--- src/rtl/bcd_digit_counter.sv ---
// 4-digit BCD counter with prescaler, feeding 7-segment decoders.
// Ports: iCLK, iRST_N (sync, active-low), iEN, iCLR, iLOAD, iDATA[15:0],
//   iDIR (only with BCD_DOWN_EN), oDIG0..oDIG3, oTICK, oCARRY.
// Macro BCD_DOWN_EN adds iDIR and down-counting.
module bcd_digit_counter #(
  parameter int DIV   = 50_000_000,
  parameter int DIV_W = 26
) (
  input  logic        iCLK,
  input  logic        iRST_N,
  input  logic        iEN,
  input  logic        iCLR,
  input  logic        iLOAD,
  input  logic [15:0] iDATA,
`ifdef BCD_DOWN_EN
  input  logic        iDIR,
`endif
  output logic [3:0]  oDIG0,
  output logic [3:0]  oDIG1,
  output logic [3:0]  oDIG2,
  output logic [3:0]  oDIG3,
  output logic        oTICK,
  output logic        oCARRY
);

  logic [DIV_W-1:0] pre;
  logic             step;
  logic             dn;
  logic             wrap;
  logic [3:0][3:0]  dq;
  logic [3:0][3:0]  dd;
  logic [3:0][3:0]  ld;

`ifdef BCD_DOWN_EN
  assign dn = iDIR;
`else
  assign dn = 1'b0;
`endif

  assign step = iEN && (pre == DIV_W'(DIV - 1));

  // Out-of-range nibbles load as zero so digits stay valid BCD.
  always_comb begin
    ld = '0;
    for (int i = 0; i < 4; i++) begin
      ld[i] = (iDATA[4*i +: 4] > 4'd9) ? 4'd0 : iDATA[4*i +: 4];
    end
  end

  // Ripple carry/borrow across digits; wrap is the carry out of digit 3.
  always_comb begin
    logic c;
    c  = 1'b1;
    dd = dq;
    for (int i = 0; i < 4; i++) begin
      if (c) begin
        if (dn) begin
          if (dq[i] == 4'd0) begin
            dd[i] = 4'd9;
          end else begin
            dd[i] = dq[i] - 4'd1;
            c     = 1'b0;
          end
        end else begin
          if (dq[i] >= 4'd9) begin
            dd[i] = 4'd0;
          end else begin
            dd[i] = dq[i] + 4'd1;
            c     = 1'b0;
          end
        end
      end
    end
    wrap = c;
  end

  always_ff @(posedge iCLK) begin
    if (!iRST_N) begin
      pre    <= '0;
      dq     <= '0;
      oTICK  <= 1'b0;
      oCARRY <= 1'b0;
    end else if (iCLR) begin
      pre    <= '0;
      dq     <= '0;
      oTICK  <= 1'b0;
      oCARRY <= 1'b0;
    end else if (iLOAD) begin
      pre    <= '0;
      dq     <= ld;
      oTICK  <= 1'b0;
      oCARRY <= 1'b0;
    end else begin
      oTICK  <= step;
      oCARRY <= step && wrap;
      if (step) begin
        pre <= '0;
        dq  <= dd;
      end else if (iEN) begin
        pre <= pre + DIV_W'(1);
      end
    end
  end

  assign oDIG0 = dq[0];
  assign oDIG1 = dq[1];
  assign oDIG2 = dq[2];
  assign oDIG3 = dq[3];

endmodule

--- config.mk ---
export PLATFORM = sky130hd
export DESIGN_NAME = bcd_digit_counter
export DESIGN_NICKNAME = d
export VERILOG_FILES = /design/src/rtl/bcd_digit_counter.sv
export SDC_FILE = /design/constraint.sdc
export NUM_CORES = 1
export LEC_CHECK = 0
export CAP_MARGIN = 20
export CORE_UTILIZATION = 54
export DETAILED_ROUTE_END_ITERATION = 7
export GPL_ROUTABILITY_DRIVEN = 0
export PLACE_DENSITY_LB_ADDON = 0.08
export SYNTH_ARGS = -nofsm -noshare
export SYNTH_HDL_FRONTEND = slang
export SYNTH_SLANG_ARGS = --single-unit
--- constraint.sdc ---
create_clock -name iCLK -period 2.7 [get_ports iCLK]
set_input_delay 0.405 -clock iCLK [delete_from_list [all_inputs] [get_ports iCLK]]
set_output_delay 0.405 -clock iCLK [all_outputs]
set_load 0.005 [all_outputs]
==> impl_metrics.py <==
metrics = {
    "status": {
        "outcome": "complete, no violations",
    },
    "clock_tree": {
        "cts.reportedPaths.clkPinSlew_ns": 0.08,
        "maximum_clock_path_buffer_count": 2,
        "post_cts_resized": 0,
        "postCtsHoldBufs": 0,
        "cts_root_buffer": "sky130_fd_sc_hd__clkbuf_8",
        "sink_count": 44,
        "cts_tree": "done",
        "clock_latency_ns": 0.29,
        "htree_levels": 2,
        "post-cts-setup-buffers": 0,
        "numCtsBuffers": 5,
    },
    "timing": {
        "final_min_period_over_clock_period_pct": 87.4,
        "max_freq_mhz": 424,
        "timing.final.setup_violations": 0,
        "fin_setup_tns_ns": 0,
        "number_of_pins_exceeding_their_max_slew_limit_in_the_final_report": 0,
        "finalCriticalPeriod_ns": 2.36,
        "timing.clock.skew_ns": 0.00818,
        "rsz0062_at_grt": "no",
        "relSlewSlack_pct": 55.6,
        "measured_slew_at_the_worst_slew_check_pin_ns": 0.661,
        "report.final.hold_viol_count": 0,
        "worst_hold_slack_ns": 0.520,
    },
    "synthesis": {
        "synth-warning-count": 0,
        "yosys_register_bits": 44,
        "area_of_the_mapped_netlist_um2": 2560,
        "ys_top_cells_by_area": "sky130_fd_sc_hd__dfxtp_1, sky130_fd_sc_hd__ha_1, sky130_fd_sc_hd__nor2_1",
        "async_flop_share_pct": 0,
        "synth_top_area_cell": "sky130_fd_sc_hd__dfxtp_1",
        "post_synth_num_cell_types": 55,
        "netlist.area_leader.share_pct": 34.4,
        "post_synth_edffs": 0,
        "syn-instance-count": 307,
        "synth_ff_type": "sky130_fd_sc_hd__dfxtp_1",
        "ys_seq_area_share_pct": 34.4,
        "syn_nets": 341,
        "syn-mean-instance-area_um2": 8.35,
    },
    "finish": {
        "layout.cells.most_common": "sky130_fd_sc_hd__dfxtp_1",
        "diodes": 0,
        "n_fill_cell": 375,
        "final_cell_mix": "sky130_fd_sc_hd__dfxtp_1, sky130_fd_sc_hd__nor2_1, sky130_fd_sc_hd__clkdlybuf4s50_1",
        "share_of_cells_above_drive_strength_1_pct": 7.74,
        "area_growth_pct": 21.7,
        "fin_nets": 382,
    },
    "global_routing": {
        "global_route_wire_length_before_repair_um": 9950,
        "grt.overflow.total": 0,
        "antenna_found_initial": 0,
        "globalRouteTotalUtil_pct": 24.5,
        "grt_max_degree": 28,
        "grt_pass1_vias": 2301,
    },
    "setup_path": {
        "cp_data_required_time_ns": 2.90,
        "timing.critical_path.to_type": "register",
        "crit_chain": "inv_1, ha_1, or3b_2, and2_1, a31oi_1, a311oi_1, a211oi_1",
        "critical-path-top-delay-family": "compound AO/OA/AOI/OAI gates",
        "critical_path.n_buffers_inverters": 1,
        "path_class": "reg -> reg",
        "critical_path.startpoint_type": "register",
        "crit_slowest_cell": "sky130_fd_sc_hd__or3b_2",
        "crit_fanout": 7,
        "arrival_ns": 2.56,
        "cp_slowest_stage_delay_ns": 0.49,
    },
    "worst_hold_path": {
        "hp-class": "reg -> reg",
    },
    "die": {
        "core_region_area_um2": 4440,
        "pin_count": 39,
        "row_count": 24,
        "initial_core_utilization_pct": 57.7,
        "die_h_um": 70.9,
        "fp.dieW_um": 70.9,
        "dieArea_um2": 5030,
    },
    "place": {
        "number_of_input_and_output_port_buffers_inserted": 38,
        "hpwl_um": 4140,
    },
    "pwr": {
        "power.leakage_nw": 1.10,
        "irDropWorstVdd_mv": 0.470,
        "power_density_nw_per_um2": 411,
    },
    "detailed_routing": {
        "detail_route.drc_violations": 0,
        "wl_um": 5730,
        "route.detailed.wl_per_inst_um": 14.3,
        "firstDrtPassIters": 6,
        "route.vias.total": 2402,
        "viasPerCell": 5.99,
        "ant_nets": 0,
        "detailedRoute.firstIterationViolations": 134,
    },
    "run": {
        "drv_cap": 0,
    },
}
flip-flops by register name, indices dropped and copies added, names as in the netlist:
name    flops
oCARRY      1
oDIG0       4
oDIG1       4
oTICK       1
oDIG2       4
oDIG3       4
pre        26
cells in the mapped netlist (2+ instances only):
cell and number:
sky130_fd_sc_hd__dfxtp_1 44, sky130_fd_sc_hd__nor2_1 40, sky130_fd_sc_hd__nand3_1 23, sky130_fd_sc_hd__inv_1 15, sky130_fd_sc_hd__o21ai_0 14, sky130_fd_sc_hd__ha_1 13
sky130_fd_sc_hd__xnor2_1 13, sky130_fd_sc_hd__nand2_1 12, sky130_fd_sc_hd__xor2_1 11, sky130_fd_sc_hd__nand4_1 10, sky130_fd_sc_hd__nor3_1 10, sky130_fd_sc_hd__and3_1 9
sky130_fd_sc_hd__a21oi_1 8, sky130_fd_sc_hd__clkbuf_1 7, sky130_fd_sc_hd__nor3b_1 6, sky130_fd_sc_hd__nor4_1 6, sky130_fd_sc_hd__a31oi_1 5, sky130_fd_sc_hd__and2_1 5
sky130_fd_sc_hd__a311oi_1 3, sky130_fd_sc_hd__buf_6 3, sky130_fd_sc_hd__mux2i_1 3, sky130_fd_sc_hd__nor2b_1 3, sky130_fd_sc_hd__nor4b_1 3, sky130_fd_sc_hd__o31ai_1 3
sky130_fd_sc_hd__a32o_1 2, sky130_fd_sc_hd__and4_2 2, sky130_fd_sc_hd__nand2b_1 2, sky130_fd_sc_hd__nand4b_1 2, sky130_fd_sc_hd__o211ai_1 2, sky130_fd_sc_hd__or3b_2 2
sky130_fd_sc_hd__or4_4 2
power by group:
group	internal [mW]	total (mW)	switching, mW
combinational	0.0668	0.125	0.0583
sequential	0.655	0.664	0.00928
clock	0.275	0.494	0.219
total	0.996	1.28	0.287
kinds of logic (layout without fill, tap and decap cells):
kind of cell	Yosys count	after routing	synth area share [%]
XOR/XNOR	24	24	8.20
multiplexers	3	3	1.17
AO/OA/AOI/OAI	50	50	13.2
AND/OR/NAND/NOR	145	145	31.7
adder cells (fa/ha/maj)	13	13	6.34
buffers and inverters	28	70	5.03
flip-flops	44	44	34.4
routing by layer:
metal / track usage (%) / routed length, µm / up-vias
met5: 0 / 0 / -
met4: 7.56 / 101 / 0
met3: 3.99 / 184 / 14
met2: 44.9 / 2870 / 56
met1: 29.2 / 2570 / 1141
li1: - / - / 1191
worst register-to-register path: cells and delay by family (launching register included):
family / cells / cell delay, ns
AO/OA/AOI/OAI: 3 / 0.89
AND/OR/NAND/NOR: 2 / 0.70
flip-flops: 1 / 0.41
adder cells (fa/ha/maj): 1 / 0.18
buffers and inverters: 1 / 0.09
metrics by stage:
stage	instance area [µm²]	cells	total power [mW]	util, %	worst slack [ns]
final	3120	401	1.28	70.2	0.341
after global routing	3120	401	1.33	70.2	0.225
after CTS	3120	401	1.30	70.2	0.378
after detailed placement	3010	393	0.802	67.8	0.158
after global placement	3010	393	0.801	67.8	0.174
after floorplan	2560	307	0.737	-	0.489
worst paths after layout:
kind / slack [ns] / to / depth (start not counted) / startpoint
setup / recovery: 0.34 / oDIG1[1] / 7 / oDIG0[1]
hold / removal: 0.52 / pre[1] / 2 / pre[1]
setup reg to reg: 0.34 / oDIG1[1] / 7 / oDIG0[1]
hold reg to reg: 0.52 / pre[1] / 2 / pre[1]
final cells by class:
type,instances,area [µm²],area share (%)
multi-input cells,235,1550,49.8
flip-flops and latches,44,881,28.2
repair buffers,46,453,14.5
clock buffers,6,72.6,2.33
well taps,52,65.1,2.09
inverters,16,60.1,1.92
clock inverters,2,35.0,1.12
(Power assumes the default switching activity.)
